## config.mk

```make
export PLATFORM = sky130hd
export DESIGN_NAME = issue_decode
export DESIGN_NICKNAME = d
export VERILOG_FILES = /design/src/rtl/issue_decode.sv
export SDC_FILE = /design/constraint.sdc
export NUM_CORES = 2
export LEC_CHECK = 0
export ABC_AREA = 1
export BUFFER_PORTS_ARGS = -buffer_cell sky130_fd_sc_hd__clkbuf_2
export CAP_MARGIN = 20
export CORE_ASPECT_RATIO = 0.8
export CORE_MARGIN = 2
export CORE_UTILIZATION = 40
export CTS_BUF_LIST = sky130_fd_sc_hd__clkbuf_16
export CTS_CLUSTER_SIZE = 14
export DETAILED_ROUTE_END_ITERATION = 8
export SLEW_MARGIN = 20
export SYNTH_ARGS = -nofsm -noshare
export SYNTH_HDL_FRONTEND = slang
export SYNTH_SLANG_ARGS = --single-unit
```

## constraint.sdc

```tcl
create_clock -name clock -period 41.3 [get_ports clock]
set_input_delay 4.13 -clock clock [delete_from_list [all_inputs] [get_ports clock]]
set_output_delay 4.13 -clock clock [all_outputs]
set_load 0.01 [all_outputs]
```

## src/rtl/issue_decode.sv

```systemverilog
// Decode/issue stage: RV32I-subset decode, 32x32 regfile with writeback forwarding, busy-bit hazard scoreboard.
// Latency: an instruction accepted on edge N is presented to EXE right after edge N from a one-entry output register.
// Backpressure: io_instReady_ID drops on an unresolved source hazard or while EXE holds a valid output unconsumed.
module issue_decode (
    input  logic        clock,
    input  logic        reset,
    input  logic [31:0] io_inst_ID,
    input  logic        io_instValid_ID,
    output logic        io_instReady_ID,
    output logic [3:0]  io_aluOP_ctrl_uEXE_ID,
    output logic [31:0] io_data1_ID,
    output logic [31:0] io_data2_ID,
    output logic [31:0] io_storeData_ID,
    output logic [4:0]  io_rd_ID,
    output logic        io_wen_ID,
    output logic        io_illegal_ID,
    output logic        io_valid_ID,
    input  logic        io_ready_EXE,
    input  logic        io_wbEn,
    input  logic [4:0]  io_wbAddr,
    input  logic [31:0] io_wbData
);

    localparam logic [6:0] OPC_OP     = 7'b0110011;
    localparam logic [6:0] OPC_OP_IMM = 7'b0010011;
    localparam logic [6:0] OPC_LOAD   = 7'b0000011;
    localparam logic [6:0] OPC_STORE  = 7'b0100011;

    localparam logic [6:0] F7_BASE = 7'b0000000;
    localparam logic [6:0] F7_ALT  = 7'b0100000;

    localparam logic [3:0] ALU_NOP = 4'h0;
    localparam logic [3:0] ALU_ADD = 4'h1;
    localparam logic [3:0] ALU_SRL = 4'h2;
    localparam logic [3:0] ALU_SRA = 4'h3;
    localparam logic [3:0] ALU_MEM = 4'h8;
    localparam logic [3:0] ALU_SLT = 4'h9;

    // Selects where operand 2 comes from.
    typedef enum logic [1:0] {
        OP2_RS2   = 2'd0,
        OP2_IMM_I = 2'd1,
        OP2_SHAMT = 2'd2,
        OP2_IMM_S = 2'd3
    } op2_sel_t;

    // Instruction fields
    logic [6:0]  opcode;
    logic [4:0]  rd;
    logic [2:0]  funct3;
    logic [4:0]  rs1;
    logic [4:0]  rs2;
    logic [6:0]  funct7;
    logic [31:0] imm_i;
    logic [31:0] imm_s;
    logic [31:0] imm_shamt;

    assign opcode    = io_inst_ID[6:0];
    assign rd        = io_inst_ID[11:7];
    assign funct3    = io_inst_ID[14:12];
    assign rs1       = io_inst_ID[19:15];
    assign rs2       = io_inst_ID[24:20];
    assign funct7    = io_inst_ID[31:25];
    assign imm_i     = {{20{io_inst_ID[31]}}, io_inst_ID[31:20]};
    assign imm_s     = {{20{io_inst_ID[31]}}, io_inst_ID[31:25], io_inst_ID[11:7]};
    // Shift-immediates carry funct7 in the upper imm bits; only the shamt is a real operand.
    assign imm_shamt = {27'd0, io_inst_ID[24:20]};

    // Decode results
    logic       dec_legal;
    logic [3:0] dec_aluop;
    logic       dec_use_rs2;
    logic       dec_is_store;
    logic       dec_writes;
    op2_sel_t   dec_op2_sel;
    logic       dec_wen;

    // Architectural state
    logic [31:0] rf_q [32];
    logic [31:0] rf_d [32];
    logic [31:0] busy_q;
    logic [31:0] busy_d;

    // Output register
    logic        valid_q,   valid_d;
    logic [3:0]  aluop_q,   aluop_d;
    logic [31:0] data1_q,   data1_d;
    logic [31:0] data2_q,   data2_d;
    logic [31:0] sdata_q,   sdata_d;
    logic [4:0]  rd_q,      rd_d;
    logic        wen_q,     wen_d;
    logic        illegal_q, illegal_d;

    // Operand read / hazard signals
    logic        rs1_fwd;
    logic        rs2_fwd;
    logic [31:0] rs1_val;
    logic [31:0] rs2_val;
    logic        rs1_hazard;
    logic        rs2_hazard;
    logic        stall;
    logic        accept;
    logic [31:0] op2_val;

    // Map opcode/funct3/funct7 to ALU op, operand-2 source and register usage.
    always_comb begin
        dec_legal    = 1'b0;
        dec_aluop    = ALU_NOP;
        dec_use_rs2  = 1'b0;
        dec_is_store = 1'b0;
        dec_writes   = 1'b0;
        dec_op2_sel  = OP2_RS2;
        unique case (opcode)
            OPC_OP: begin
                dec_use_rs2 = 1'b1;
                dec_writes  = 1'b1;
                dec_op2_sel = OP2_RS2;
                if (funct3 == 3'b000 && funct7 == F7_BASE) begin
                    dec_legal = 1'b1;
                    dec_aluop = ALU_ADD;
                end else if (funct3 == 3'b101 && funct7 == F7_BASE) begin
                    dec_legal = 1'b1;
                    dec_aluop = ALU_SRL;
                end else if (funct3 == 3'b101 && funct7 == F7_ALT) begin
                    dec_legal = 1'b1;
                    dec_aluop = ALU_SRA;
                end else if (funct3 == 3'b010 && funct7 == F7_BASE) begin
                    dec_legal = 1'b1;
                    dec_aluop = ALU_SLT;
                end
            end
            OPC_OP_IMM: begin
                dec_writes  = 1'b1;
                dec_op2_sel = OP2_IMM_I;
                if (funct3 == 3'b000) begin
                    dec_legal = 1'b1;
                    dec_aluop = ALU_ADD;
                end else if (funct3 == 3'b010) begin
                    dec_legal = 1'b1;
                    dec_aluop = ALU_SLT;
                end else if (funct3 == 3'b101 && funct7 == F7_BASE) begin
                    dec_legal   = 1'b1;
                    dec_aluop   = ALU_SRL;
                    dec_op2_sel = OP2_SHAMT;
                end else if (funct3 == 3'b101 && funct7 == F7_ALT) begin
                    dec_legal   = 1'b1;
                    dec_aluop   = ALU_SRA;
                    dec_op2_sel = OP2_SHAMT;
                end
            end
            OPC_LOAD: begin
                dec_writes  = 1'b1;
                dec_op2_sel = OP2_IMM_I;
                if (funct3 == 3'b010) begin
                    dec_legal = 1'b1;
                    dec_aluop = ALU_MEM;
                end
            end
            OPC_STORE: begin
                dec_use_rs2  = 1'b1;
                dec_is_store = 1'b1;
                dec_op2_sel  = OP2_IMM_S;
                if (funct3 == 3'b010) begin
                    dec_legal = 1'b1;
                    dec_aluop = ALU_MEM;
                end
            end
            default: begin
                dec_legal = 1'b0;
            end
        endcase
    end

    // Writing x0 is architecturally a no-op, so it never claims a busy bit.
    assign dec_wen = dec_legal && dec_writes && (rd != 5'd0);

    // Operand read with same-cycle writeback bypass; x0 is hardwired to zero.
    always_comb begin
        rs1_fwd = io_wbEn && (io_wbAddr == rs1) && (rs1 != 5'd0);
        rs2_fwd = io_wbEn && (io_wbAddr == rs2) && (rs2 != 5'd0);
        if (rs1 == 5'd0) begin
            rs1_val = 32'd0;
        end else if (rs1_fwd) begin
            rs1_val = io_wbData;
        end else begin
            rs1_val = rf_q[rs1];
        end
        if (rs2 == 5'd0) begin
            rs2_val = 32'd0;
        end else if (rs2_fwd) begin
            rs2_val = io_wbData;
        end else begin
            rs2_val = rf_q[rs2];
        end
    end

    // Operand-2 selection.
    always_comb begin
        op2_val = 32'd0;
        unique case (dec_op2_sel)
            OP2_RS2:   op2_val = rs2_val;
            OP2_IMM_I: op2_val = imm_i;
            OP2_SHAMT: op2_val = imm_shamt;
            OP2_IMM_S: op2_val = imm_s;
            default:   op2_val = 32'd0;
        endcase
    end

    // Hazard detection: a busy source is only safe when its writeback lands this cycle.
    always_comb begin
        rs1_hazard = dec_legal && busy_q[rs1] && !rs1_fwd;
        rs2_hazard = dec_legal && dec_use_rs2 && busy_q[rs2] && !rs2_fwd;
        stall      = rs1_hazard || rs2_hazard;
    end

    assign io_instReady_ID = !stall && (!valid_q || io_ready_EXE);
    assign accept          = io_instValid_ID && io_instReady_ID;

    // Register file update from writeback; x0 stays zero.
    always_comb begin
        for (int i = 0; i < 32; i++) begin
            rf_d[i] = rf_q[i];
        end
        if (io_wbEn && (io_wbAddr != 5'd0)) begin
            rf_d[io_wbAddr] = io_wbData;
        end
    end

    // Busy scoreboard: writeback clears first so a same-cycle set on issue wins.
    always_comb begin
        busy_d = busy_q;
        if (io_wbEn) begin
            busy_d[io_wbAddr] = 1'b0;
        end
        if (accept && dec_wen) begin
            busy_d[rd] = 1'b1;
        end
        busy_d[0] = 1'b0;
    end

    // Output register: load on accept, drain when EXE consumes, otherwise hold.
    always_comb begin
        valid_d   = valid_q;
        aluop_d   = aluop_q;
        data1_d   = data1_q;
        data2_d   = data2_q;
        sdata_d   = sdata_q;
        rd_d      = rd_q;
        wen_d     = wen_q;
        illegal_d = illegal_q;
        if (accept) begin
            valid_d   = 1'b1;
            aluop_d   = dec_aluop;
            data1_d   = dec_legal ? rs1_val : 32'd0;
            data2_d   = dec_legal ? op2_val : 32'd0;
            sdata_d   = (dec_legal && dec_is_store) ? rs2_val : 32'd0;
            rd_d      = rd;
            wen_d     = dec_wen;
            illegal_d = !dec_legal;
        end else if (io_ready_EXE) begin
            valid_d   = 1'b0;
        end
    end

    // State registers, all cleared asynchronously.
    always_ff @(posedge clock or posedge reset) begin
        if (reset) begin
            for (int i = 0; i < 32; i++) begin
                rf_q[i] <= 32'd0;
            end
            busy_q    <= 32'd0;
            valid_q   <= 1'b0;
            aluop_q   <= ALU_NOP;
            data1_q   <= 32'd0;
            data2_q   <= 32'd0;
            sdata_q   <= 32'd0;
            rd_q      <= 5'd0;
            wen_q     <= 1'b0;
            illegal_q <= 1'b0;
        end else begin
            for (int i = 0; i < 32; i++) begin
                rf_q[i] <= rf_d[i];
            end
            busy_q    <= busy_d;
            valid_q   <= valid_d;
            aluop_q   <= aluop_d;
            data1_q   <= data1_d;
            data2_q   <= data2_d;
            sdata_q   <= sdata_d;
            rd_q      <= rd_d;
            wen_q     <= wen_d;
            illegal_q <= illegal_d;
        end
    end

    assign io_valid_ID           = valid_q;
    assign io_aluOP_ctrl_uEXE_ID = aluop_q;
    assign io_data1_ID           = data1_q;
    assign io_data2_ID           = data2_q;
    assign io_storeData_ID       = sdata_q;
    assign io_rd_ID              = rd_q;
    assign io_wen_ID             = wen_q;
    assign io_illegal_ID         = illegal_q;

endmodule
```

==> out/results.ini <==
[drt]
drt_iter0_drc=10700
wl_per_cell_um=25.1
firstDrtPassIters=7
ant_nets=0
wl_mm=271
vias=63700
drc=0
viasPerCell=5.91

[hold_path]
min_path_type=reg2reg

[clock_network]
hold_buffers=0
clk_pin_slew_ns=0.06
clk_latency_ns=0.80
post_cts_buffers=0
cts.htree.levels=3
cts_buffer_depth=3
cts_inserted_buffers=120
clkSinkCount=1162
cts-root-buf=clkbuf_16
cts_tree=yes
cts_resized=0

[synth]
synth_commonest_cells=1910 x nand2_1, 1794 x o21ai_0, 1162 x dfrtp_1
ys_warn_count=0
synthFlopType=dfrtp_1
synth_nets=9017
yosys.cell_types.count=38
yosysSeqAreaShare=0.453
syn_area_um2=64200
syn_inst=8943
yosysTopAreaCellShare=0.453
syn_avg_cell_area_um2=7.17
yosys.area.top_type=dfrtp_1
synth_most_common_cell=nand2_1
synth-edff-count=0
synth.area.top_cells=dfrtp_1 45%, o21ai_0 14%, nand2_1 11%, a21oi_1 7.4%, nand3_1 5.9%
ys_ff_latch=1162
async_flop_share=1.00

[global_routing]
antenna_found_initial=16
grt_first_pass_wirelength_mm=397
grt_max_degree=209
grt_remaining_overflow=0
grt_usage=0.323
grt_pass1_vias=57700

[floorplan]
rows=131
initial_utilization=0.403
fp.dieH_um=362
dieArea_um2=164000
io_pins=183
die_w_um=452
coreArea_um2=159000

[power]
power_frac_comb=0.199
p_per_area_nw_per_um2=47.3
p_int_uw=2210
pwr-share-seq=0.454
pwr-share-clk=0.346
swShare=0.329
p_leak_uw=0.0314
power.switching_uw=1080
peakVddDrop_v=0.0000437

[final_layout]
drive_gt1_frac=0.0666
regArea_um2=29100
finalNonFillerCells=10800
fin_nets=8635
fill_cells=16100
synthToLayoutAreaGrowth_pct=8.52
multi_input_area_um2=28400

[critical_path]
crit_type=in2out
critical_path_buf_inv_count=7
cp_max_fo=27
path_delay_family=buffers and inverters
worst_path_max_delay_cell=buf_4
endpoint_kind=output port
cp-start-kind=input port
required_ns=37.17
arrival_ns=7.47
slowest_delay_ns=0.65
path_cells=buf_4, buf_4, nor2_4, buf_4, buf_4, nand3_1, nand2_1, inv_1, nand2_1, nand2_1, nand3_1, nand2_1, a21boi_2, buf_4, clkbuf_2
cp_common_cell=buf_4

[sta]
finalSetupViolations=0
finalCritPeriodShare=0.281
period_minus_slack_ns=11.60
slew_headroom=0.183
holdWs_ns=0.399
finalHoldViolations=0
max_freq_ghz=0.0862
rsz0062_at_grt=false
drv_slew=0
post-route-worst-setup-slack_ns=29.70
clock_skew_ns=0.0385
tightestPinTransition_ns=1.23
setup-tns-final_ns=0

[placed_design]
place_inst=10600
io_buffers=181
gp_congestion=0.913
pre_cts_slack_ns=29.86
dp_hpwl_mm=155

[run]
maxCapViolations=0

[run_status]
status=finished, final reports clean

[per-stage QoR]
| step | util | power (µW) | cell area, µm² |
|---|---|---|---|
| 2_1_floorplan | - | 1950 | 64200 |
| 3_3_place_gp | 0.411 | 2130 | 65500 |
| 3_5_place_dp | 0.411 | 2150 | 65500 |
| 4_1_cts | 0.436 | 3280 | 69500 |
| 5_1_grt | 0.437 | 3460 | 69600 |
| 6_report | 0.437 | 3290 | 69600 |
[registers in the layout, summed over array words and instances, names as in the netlist]
signal,flops
io_rd_ID,5
io_illegal_ID,1
io_aluOP_ctrl_uEXE_ID,3
io_data1_ID,32
busy_q,31
io_storeData_ID,32
io_data2_ID,32
io_valid_ID,1
rf_q,1024
io_wen_ID,1
[cell families (layout without fill, tap and decap cells)]
group,count (synthesis),count (layout),share of synthesized area
AND/OR/NAND/NOR,3105,3105,0.201
AO/OA/AOI/OAI,2975,2975,0.237
buffers and inverters,1697,1417,0.108
flip-flops,1162,1162,0.453
XOR/XNOR,3,3,0.000410
other,1,3,0.0000585
[power groups by stage]
stage | logic [µW] | clock network (µW) | registers (µW)
detailed placement | 638 | 0 | 1510
floorplan | 465 | 0 | 1490
CTS | 641 | 1150 | 1490
global placement | 623 | 0 | 1500
global route | 741 | 1200 | 1520
finish | 657 | 1140 | 1500
[placed cells by master, fill, tap and decap left out, drive strengths merged, types with 4 or more instances in the layout]
master	n
buf	154
nand3	756
nor3	53
dfrtp	1162
clkinv	71
o211ai	52
clkinvlp	4
o21bai	31
a31oi	12
nand4	65
a31o	7
clkbuf	294
or2	9
bufinv	16
o21ai	1910
inv	878
a22oi	6
and3	6
a21oi	947
nand2	1910
nor2	303
o22ai	7
[per-layer routing]
metal | wire length (µm) | share of wire | GRT usage | vias up
met3 | 36300 | 0.13 | 0.0845 | 545
li1 | - | - | - | 28700
met4 | 10100 | 0.037 | 0.107 | 16
met2 | 111000 | 0.41 | 0.457 | 4090
met5 | 97 | 0.00036 | 0 | -
met1 | 113000 | 0.42 | 0.474 | 30400
[final cells by class]
class	count	share of cell area
clock inverter	102	0.0134
sequential	1162	0.418
tap	2128	0.0382
inverter	867	0.0474
antenna	2	0.0000719
timing repair buffer	326	0.0318
multi-input combinational	6084	0.408
clock buffer	122	0.0439
[path summary, 6_finish.rpt]
path / slack, ns / cells after the start / start / to
max: 29.70 / 15 / io_inst_ID[17] / io_instReady_ID
min: 0.40 / 0 / rf_q[1020] / rf_q[1020]
max reg2reg: 38.51 / 13 / busy_q[29] / io_storeData_ID[1]
min reg2reg: 0.40 / 0 / rf_q[1020] / rf_q[1020]
max in group asynchronous: 33.89 / 6 / reset / rf_q[782]
min in group asynchronous: 3.52 / 2 / reset / rf_q[710]
[worst reg2reg max path, cell delays in order (launching register included)]
cell	delay [ns]
dfrtp_1	0.44
nand2_1	0.09
nand3_1	0.12
nand3_1	0.10
nand3_1	0.11
nand2_1	0.09
nand2_1	0.07
nand3_1	0.07
nand2_1	0.13
nand2_1	0.12
nand3_4	0.38
buf_4	0.74
nand2_1	0.15
o21ai_1	0.11
No activity file was read; power rests on OpenSTA's default activity.
